===== src/rtl/sipo_deframer_if.sv =====
// Parallel-side bundle of the serial deframer: bit stream in, word handshake
// and sticky status out.
interface sipo_deframer_if #(
    parameter int unsigned DATA_WIDTH = 8
);
    logic                  i_bit_valid;
    logic                  i_bit;
    logic                  i_start;
    logic [DATA_WIDTH-1:0] o_data;
    logic                  o_valid;
    logic                  i_ready;
    logic                  o_overrun;
    logic                  o_align_err;
    logic                  i_clr_flags;

    modport slave (
        input  i_bit_valid, i_bit, i_start, i_ready, i_clr_flags,
        output o_data, o_valid, o_overrun, o_align_err
    );

    modport master (
        output i_bit_valid, i_bit, i_start, i_ready, i_clr_flags,
        input  o_data, o_valid, o_overrun, o_align_err
    );
endinterface


===== src/rtl/sipo_deframer.sv =====
// Serial-to-parallel receiver: frames words on a start marker, holds one word
// on a valid/ready output and reports sticky overrun and alignment errors.
module sipo_deframer #(
    parameter int unsigned DATA_WIDTH   = 8,
    parameter string       DO_MSB_FIRST = "true"
) (
    input logic            i_clk,
    input logic            i_a_rst,
    sipo_deframer_if.slave bus
);
    localparam bit          MsbFirst = (DO_MSB_FIRST == "true");
    localparam int unsigned CntW     = $clog2(DATA_WIDTH + 1);
    localparam logic [CntW-1:0] LastCnt = CntW'(DATA_WIDTH - 1);

    localparam logic StIdle  = 1'b0;
    localparam logic StShift = 1'b1;

    logic                  state_q, state_d;
    logic [CntW-1:0]       cnt_q, cnt_d;
    logic [DATA_WIDTH-1:0] shreg_q, shreg_d;
    logic [DATA_WIDTH-1:0] data_q, data_d;
    logic                  valid_q, valid_d;
    logic                  overrun_q, overrun_d;
    logic                  align_q, align_d;

    logic                  complete, align_set, overrun_set;
    logic [DATA_WIDTH-1:0] shifted, first_word;

    // A start bit is equivalent to shifting into a cleared register.
    assign shifted    = MsbFirst ? {shreg_q[DATA_WIDTH-2:0], bus.i_bit}
                                 : {bus.i_bit, shreg_q[DATA_WIDTH-1:1]};
    assign first_word = MsbFirst ? {{(DATA_WIDTH-1){1'b0}}, bus.i_bit}
                                 : {bus.i_bit, {(DATA_WIDTH-1){1'b0}}};

    always_comb begin
        state_d   = state_q;
        cnt_d     = cnt_q;
        shreg_d   = shreg_q;
        complete  = 1'b0;
        align_set = 1'b0;
        if (bus.i_bit_valid) begin
            if (bus.i_start) begin
                align_set = (state_q == StShift);
                shreg_d   = first_word;
                cnt_d     = CntW'(1);
                state_d   = StShift;
            end else if (state_q == StShift) begin
                shreg_d = shifted;
                if (cnt_q == LastCnt) begin
                    complete = 1'b1;
                    cnt_d    = '0;
                    state_d  = StIdle;
                end else begin
                    cnt_d = cnt_q + CntW'(1);
                end
            end
        end
    end

    always_comb begin
        data_d      = data_q;
        valid_d     = valid_q;
        overrun_set = 1'b0;
        if (complete) begin
            if (!valid_q || bus.i_ready) begin
                data_d  = shreg_d;
                valid_d = 1'b1;
            end else begin
                overrun_set = 1'b1;
            end
        end else if (valid_q && bus.i_ready) begin
            valid_d = 1'b0;
        end
        // Set beats clear when both happen in one cycle.
        overrun_d = overrun_set | (overrun_q & ~bus.i_clr_flags);
        align_d   = align_set | (align_q & ~bus.i_clr_flags);
    end

    always_ff @(posedge i_clk or posedge i_a_rst) begin
        if (i_a_rst) begin
            state_q   <= StIdle;
            cnt_q     <= '0;
            shreg_q   <= '0;
            data_q    <= '0;
            valid_q   <= 1'b0;
            overrun_q <= 1'b0;
            align_q   <= 1'b0;
        end else begin
            state_q   <= state_d;
            cnt_q     <= cnt_d;
            shreg_q   <= shreg_d;
            data_q    <= data_d;
            valid_q   <= valid_d;
            overrun_q <= overrun_d;
            align_q   <= align_d;
        end
    end

    assign bus.o_data      = data_q;
    assign bus.o_valid     = valid_q;
    assign bus.o_overrun   = overrun_q;
    assign bus.o_align_err = align_q;
endmodule


===== src/flat_wrapper.sv =====
// flat-port wrapper written by rule: the top's interface ports become plain ports
module sipo_deframer_flat 
#(
    parameter int unsigned DATA_WIDTH   = 8,
    parameter string       DO_MSB_FIRST = "    "
)
  (i_clk, i_a_rst, bus_i_bit_valid, bus_i_bit, bus_i_start, bus_i_ready, bus_i_clr_flags, bus_o_data, bus_o_valid, bus_o_overrun, bus_o_align_err);
  sipo_deframer_if #(.DATA_WIDTH(DATA_WIDTH)) bus_i ();
  input logic i_clk;
  input logic i_a_rst;
  input wire logic [$bits(bus_i.i_bit_valid)-1:0] bus_i_bit_valid;
  input wire logic [$bits(bus_i.i_bit)-1:0] bus_i_bit;
  input wire logic [$bits(bus_i.i_start)-1:0] bus_i_start;
  input wire logic [$bits(bus_i.i_ready)-1:0] bus_i_ready;
  input wire logic [$bits(bus_i.i_clr_flags)-1:0] bus_i_clr_flags;
  output wire logic [$bits(bus_i.o_data)-1:0] bus_o_data;
  output wire logic [$bits(bus_i.o_valid)-1:0] bus_o_valid;
  output wire logic [$bits(bus_i.o_overrun)-1:0] bus_o_overrun;
  output wire logic [$bits(bus_i.o_align_err)-1:0] bus_o_align_err;
  assign bus_i.i_bit_valid = bus_i_bit_valid;
  assign bus_i.i_bit = bus_i_bit;
  assign bus_i.i_start = bus_i_start;
  assign bus_i.i_ready = bus_i_ready;
  assign bus_i.i_clr_flags = bus_i_clr_flags;
  assign bus_o_data = bus_i.o_data;
  assign bus_o_valid = bus_i.o_valid;
  assign bus_o_overrun = bus_i.o_overrun;
  assign bus_o_align_err = bus_i.o_align_err;
  sipo_deframer #(.DATA_WIDTH(DATA_WIDTH), .DO_MSB_FIRST(DO_MSB_FIRST)) u_core (.i_clk(i_clk), .i_a_rst(i_a_rst), .bus(bus_i));
endmodule

===== config.mk =====
export PLATFORM = sky130hd
export DESIGN_NAME = sipo_deframer_flat
export DESIGN_NICKNAME = d
export VERILOG_FILES = /design/src/rtl/sipo_deframer_if.sv /design/src/rtl/sipo_deframer.sv /design/src/flat_wrapper.sv
export SDC_FILE = /design/constraint.sdc
export NUM_CORES = 1
export LEC_CHECK = 0
export CORE_AREA = 2 2 60 62
export CTS_CLUSTER_DIAMETER = 30
export DETAILED_ROUTE_END_ITERATION = 16
export DIE_AREA = 0 0 62 64
export HOLD_SLACK_MARGIN = 0.03
export PLACE_DENSITY = 0.57
export SLEW_MARGIN = 20
export SYNTH_ARGS = -nofsm -noshare
export SYNTH_HDL_FRONTEND = slang
export SYNTH_SLANG_ARGS = --single-unit

===== constraint.sdc =====
create_clock -name i_clk -period 4.3 [get_ports i_clk]
set_input_delay 1.075 -clock i_clk [delete_from_list [all_inputs] [get_ports i_clk]]
set_output_delay 1.075 -clock i_clk [all_outputs]
set_load 0.05 [all_outputs]

[Yosys cells after proc, flatten, opt, wreduce, memory -nomap -nowiden]
Cells that the tools add are included.
W data, S select, Z words.
Word-level totals
  flip-flop bits (word level): 24
  input bits: 7
  output and inout bits: 11
  word-level logic and storage cells: 43
Cells by class
  $add $sub $neg: 1
  equality and inequality tests: 2
  mux-type cells: 20
  bitwise operators: 5
  reductions and logical operators: 8
Operators with widths (count)
  $mux W8: 3
  $mux W1: 14
  $mux W4: 3
  $reduce_and A2 Y1: 3
  $add A4 B1 Y4 const B: 1
  $eq A4 B3 Y1 const B: 1
  $reduce_bool A2 Y1: 2
  $and A1 B1 Y1: 2
  $ne A2 B2 Y1 const B: 1
  $or A1 B1 Y1: 2
  $logic_and A1 B1 Y1: 1
  $logic_not A1 Y1: 1
  $logic_or A1 B1 Y1: 1
  $not A1 Y1: 1

[Logic depth before layout (Yosys ltp)]
  depth in word-level cells: 7
  depth in mapped cells: 5
  mapped depth without buffers: 4

[Worst setup path before layout]
No wires, ideal clock.
  path type: input to register
  start point: in bus_i_start
  end point: reg u_core.data_q[7], in the netlist u_core.bus.o_data[7]
  arrival time: 2101 ps
  slack: 2074 ps
  stages: 4
  path buffers: 1
  cell sequence: clkbuf_2 -> o21ai_0 -> mux2_2 -> mux2_2
Between the ends
  elaborated cells on any way between the ends: 5
  classes of those cells: mux: 4; reduce/logical: 1
RTL lines
  start, declared: line flat_wrapper.sv:13  | input wire logic [$bits(bus_i.i_start)-1:0] bus_i_start;
  $mux W8: line sipo_deframer.sv:42  | if (bus.i_start) begin
  $mux W8: line sipo_deframer.sv:41  | if (bus.i_bit_valid) begin
  via u_core.shreg_d[7]: line sipo_deframer.sv:20  | logic [DATA_WIDTH-1:0] shreg_q, shreg_d;
  end signal, assigned: line sipo_deframer.sv:92  | data_q <= data_d;
  end, declared: line sipo_deframer.sv:21  | logic [DATA_WIDTH-1:0] data_q, data_d;
The timed path passes the listed nets, and every way through them passes these cells.
A chain may end at the register's enable or synchronous reset.

[Worst setup path in the final report]
  start point: in bus_i_bit_valid
  end point: reg u_core.data_q[7], in the netlist u_core.bus.o_data[7]
Between the ends
  cells in the longest elaborated chain, start to end: 2
  elaborated cells on any way between the ends: 3
  classes of those cells: mux: 2; reduce/logical: 1
RTL lines
  start, declared: line flat_wrapper.sv:11  | input wire logic [$bits(bus_i.i_bit_valid)-1:0] bus_i_bit_valid;
  $mux W1: line sipo_deframer.sv:41
  $reduce_and A2 Y1 (no line)
Several ways; a longest one is shown, not always the timed one.

==> results.py <==
metrics = {
    "timing": {
        "hold_violations": 0,
        "min_period_over_period_pct": 63.9,
        "rsz0062_at_grt": "false",
        "skew_ns": 0.00319,
        "whs_ns": 0.521,
        "tightest_slew_ns": 0.886,
        "slew_headroom_pct": 40.9,
        "timing.fmax_mhz": 364,
        "tns_ns": 0,
        "slew_viol_final": 0,
        "finalSetupViolations": 0,
        "post-route-min-period_ns": 2.75,
    },
    "yosys": {
        "yosysSeqAreaShare_pct": 54.1,
        "syn_area_per_cell_um2": 12.2,
        "async_flop_share_pct": 100,
        "synth_area_mm2": 0.00111,
        "synth-seq-cells": 24,
        "syn_nets": 99,
        "synthFlopType": "dfrtp_1",
        "synth_edf_count": 0,
        "syn_inst": 91,
        "synth_top_cell_by_area": "dfrtp_1",
        "yosysWarnings": 0,
        "synth_top_area_share_pct": 54.1,
        "yosys-top-cells-area": "dfrtp_1 (54%), mux2_2 (9.1%), and2b_1 (6.1%), a221o_1 (4.5%), inv_1 (2.4%)",
        "synthDistinctLibCells": 29,
    },
    "floorplan": {
        "rows": 21,
        "initial_core_util_pct": 33.8,
        "die_w_um": 62,
        "die_h_um": 64,
        "dieArea_mm2": 0.00397,
        "ios": 18,
        "core_mm2": 0.00328,
    },
    "layout": {
        "fin_nets": 116,
        "antenna_cells": 0,
        "n_fill_cell": 318,
        "final_common_cell": "dfrtp_1",
        "layout-drive-gt1-share_pct": 17.8,
        "multiInputGateArea_um2": 452,
        "area_delta_synth_final_pct": 20.8,
        "register_area_um2": 601,
        "final_cell_mix": "dfrtp_1 (24), clkdlybuf4s50_1 (17), mux2_2 (9), and2b_1 (9), inv_1 (7)",
    },
    "power": {
        "p_leak_nw": 0.640,
        "total_power_mw": 0.516,
        "ir_drop_mv": 0.240,
        "powerDensity_mw_per_mm2": 384,
    },
    "clock_tree": {
        "numCtsBuffers": 3,
        "htree_levels": 1,
        "clock_latency_ns": 0.30,
        "cts_tree": "yes",
        "post_cts_resized": 0,
        "clk_pin_slew_ns": 0.13,
        "cts.sinks": 24,
        "cts_hold_buf": 0,
        "cts_max_path_buffers": 2,
        "cts_root_buffer": "clkbuf_4",
        "postCtsSetupBuffers": 0,
    },
    "worst_setup_path": {
        "crit_type": "in -> reg",
        "path_cells": "clkdlybuf4s50_1 -> nand2_2 -> nor4b_4 -> mux2_2",
        "critPathMaxFanout": 15,
        "critical_path_required_ns": 4.51,
        "cp_slowest_cell": "clkdlybuf4s50_1",
        "crit_family": "buffers and inverters",
        "max_stage_delay_ns": 0.77,
        "critPathArrivalTime_ns": 2.95,
        "startpoint_type": "primary input",
        "timing.critical_path.buf_inv": 1,
        "critPathCaptureType": "register",
    },
    "detailed_routing": {
        "first_iter_violations": 26,
        "routedWlPerCell_um": 13.0,
        "num_vias": 735,
        "ant_nets": 0,
        "via_per_inst": 4.80,
        "drt_pass1_iterations": 4,
        "remaining_drc_errors": 0,
        "routed_wl_um": 1980,
    },
    "global_routing": {
        "grt_max_degree": 25,
        "track_usage_pct": 11.2,
        "antenna_found_initial": 0,
        "grt_overflow": 0,
        "grt_pass1_wl_um": 3390,
        "first_global_vias": 753,
    },
    "job": {
        "maxCapViolCount": 0,
    },
    "outcome": {
        "outcome": "complete, no violations",
    },
    "placement": {
        "gp_congestion": 0.803,
        "dp_hpwl_um": 1360,
        "io_buffers": 17,
    },
    "worst_hold_path": {
        "hold_class": "reg -> reg",
    },
}
[cell families after synthesis]
group / synth area share [%]
simple gates: 17.6
buf+inv: 5.29
fa+ha+maj: 1.13
mux: 9.12
flops: 54.1
compound gates: 12.8
[per-layer routing]
| layer | up-vias | global-route usage, % | wire length (um) |
|---|---|---|---|
| met5 | - | 0 | 0 |
| met4 | 0 | 3.19 | 27 |
| met3 | 4 | 2.43 | 111 |
| met2 | 22 | 16.7 | 885 |
| met1 | 351 | 16.2 | 957 |
| li1 | 358 | - | - |
[worst paths after layout]
kind                                   endpoint  slack (ns)                  from  cells after the start
min reg2reg                u_core.bus.o_data[3]        0.52  u_core.bus.o_data[3]                      1
min in group asynchronous  u_core.bus.o_data[6]        1.24               i_a_rst                      2
min                        u_core.bus.o_data[3]        0.52  u_core.bus.o_data[3]                      1
max reg2reg                u_core.bus.o_data[7]        2.50       u_core.cnt_q[1]                      4
max                        u_core.bus.o_data[7]        1.55       bus_i_bit_valid                      4
max in group asynchronous       u_core.cnt_q[2]        2.52               i_a_rst                      2
[sequential cells by signal (all words and copies together) (netlist names)]
name,flops
u_core.bus.o_valid,1
u_core.bus.o_overrun,1
u_core.shreg_q,8
u_core.bus.o_data,8
u_core.bus.o_align_err,1
u_core.cnt_q,4
u_core.state_q,1
[synth_stat cells (2+ instances only)]
cell and n:
o21ai_0 4, o22ai_1 4, buf_4 3, a22o_1 2
nand2_1 5, a221o_1 5, inv_1 7, dfrtp_1 24
mux2_2 9, and2b_1 9
[per-stage QoR]
step                      setup WS, ns  cells  area [um2]  util [%]
after floorplan                   2.07     91        1110         -
after global placement            1.15    149        1310      39.8
after detailed placement          1.21    149        1310      39.8
after CTS                         1.53    153        1340      40.9
after global routing              1.44    153        1340      40.9
final                             1.55    153        1340      40.9
[cell type report]
class,count,area share (%)
Timing Repair Buffer,17,12.7
Multi-Input combinational cell,55,33.6
Sequential cell,24,44.7
Tap cell,46,4.29
Clock buffer,4,2.70
Inverter,7,1.96
[power by group]
group          internal (mW)  leakage [nW]  switching, mW  total, mW
clock                 0.0516        0.0210         0.0646      0.116
sequential             0.251         0.320         0.0200      0.271
combinational         0.0530         0.299         0.0761      0.129
Note: power is estimated with default switching activity, not from simulation.
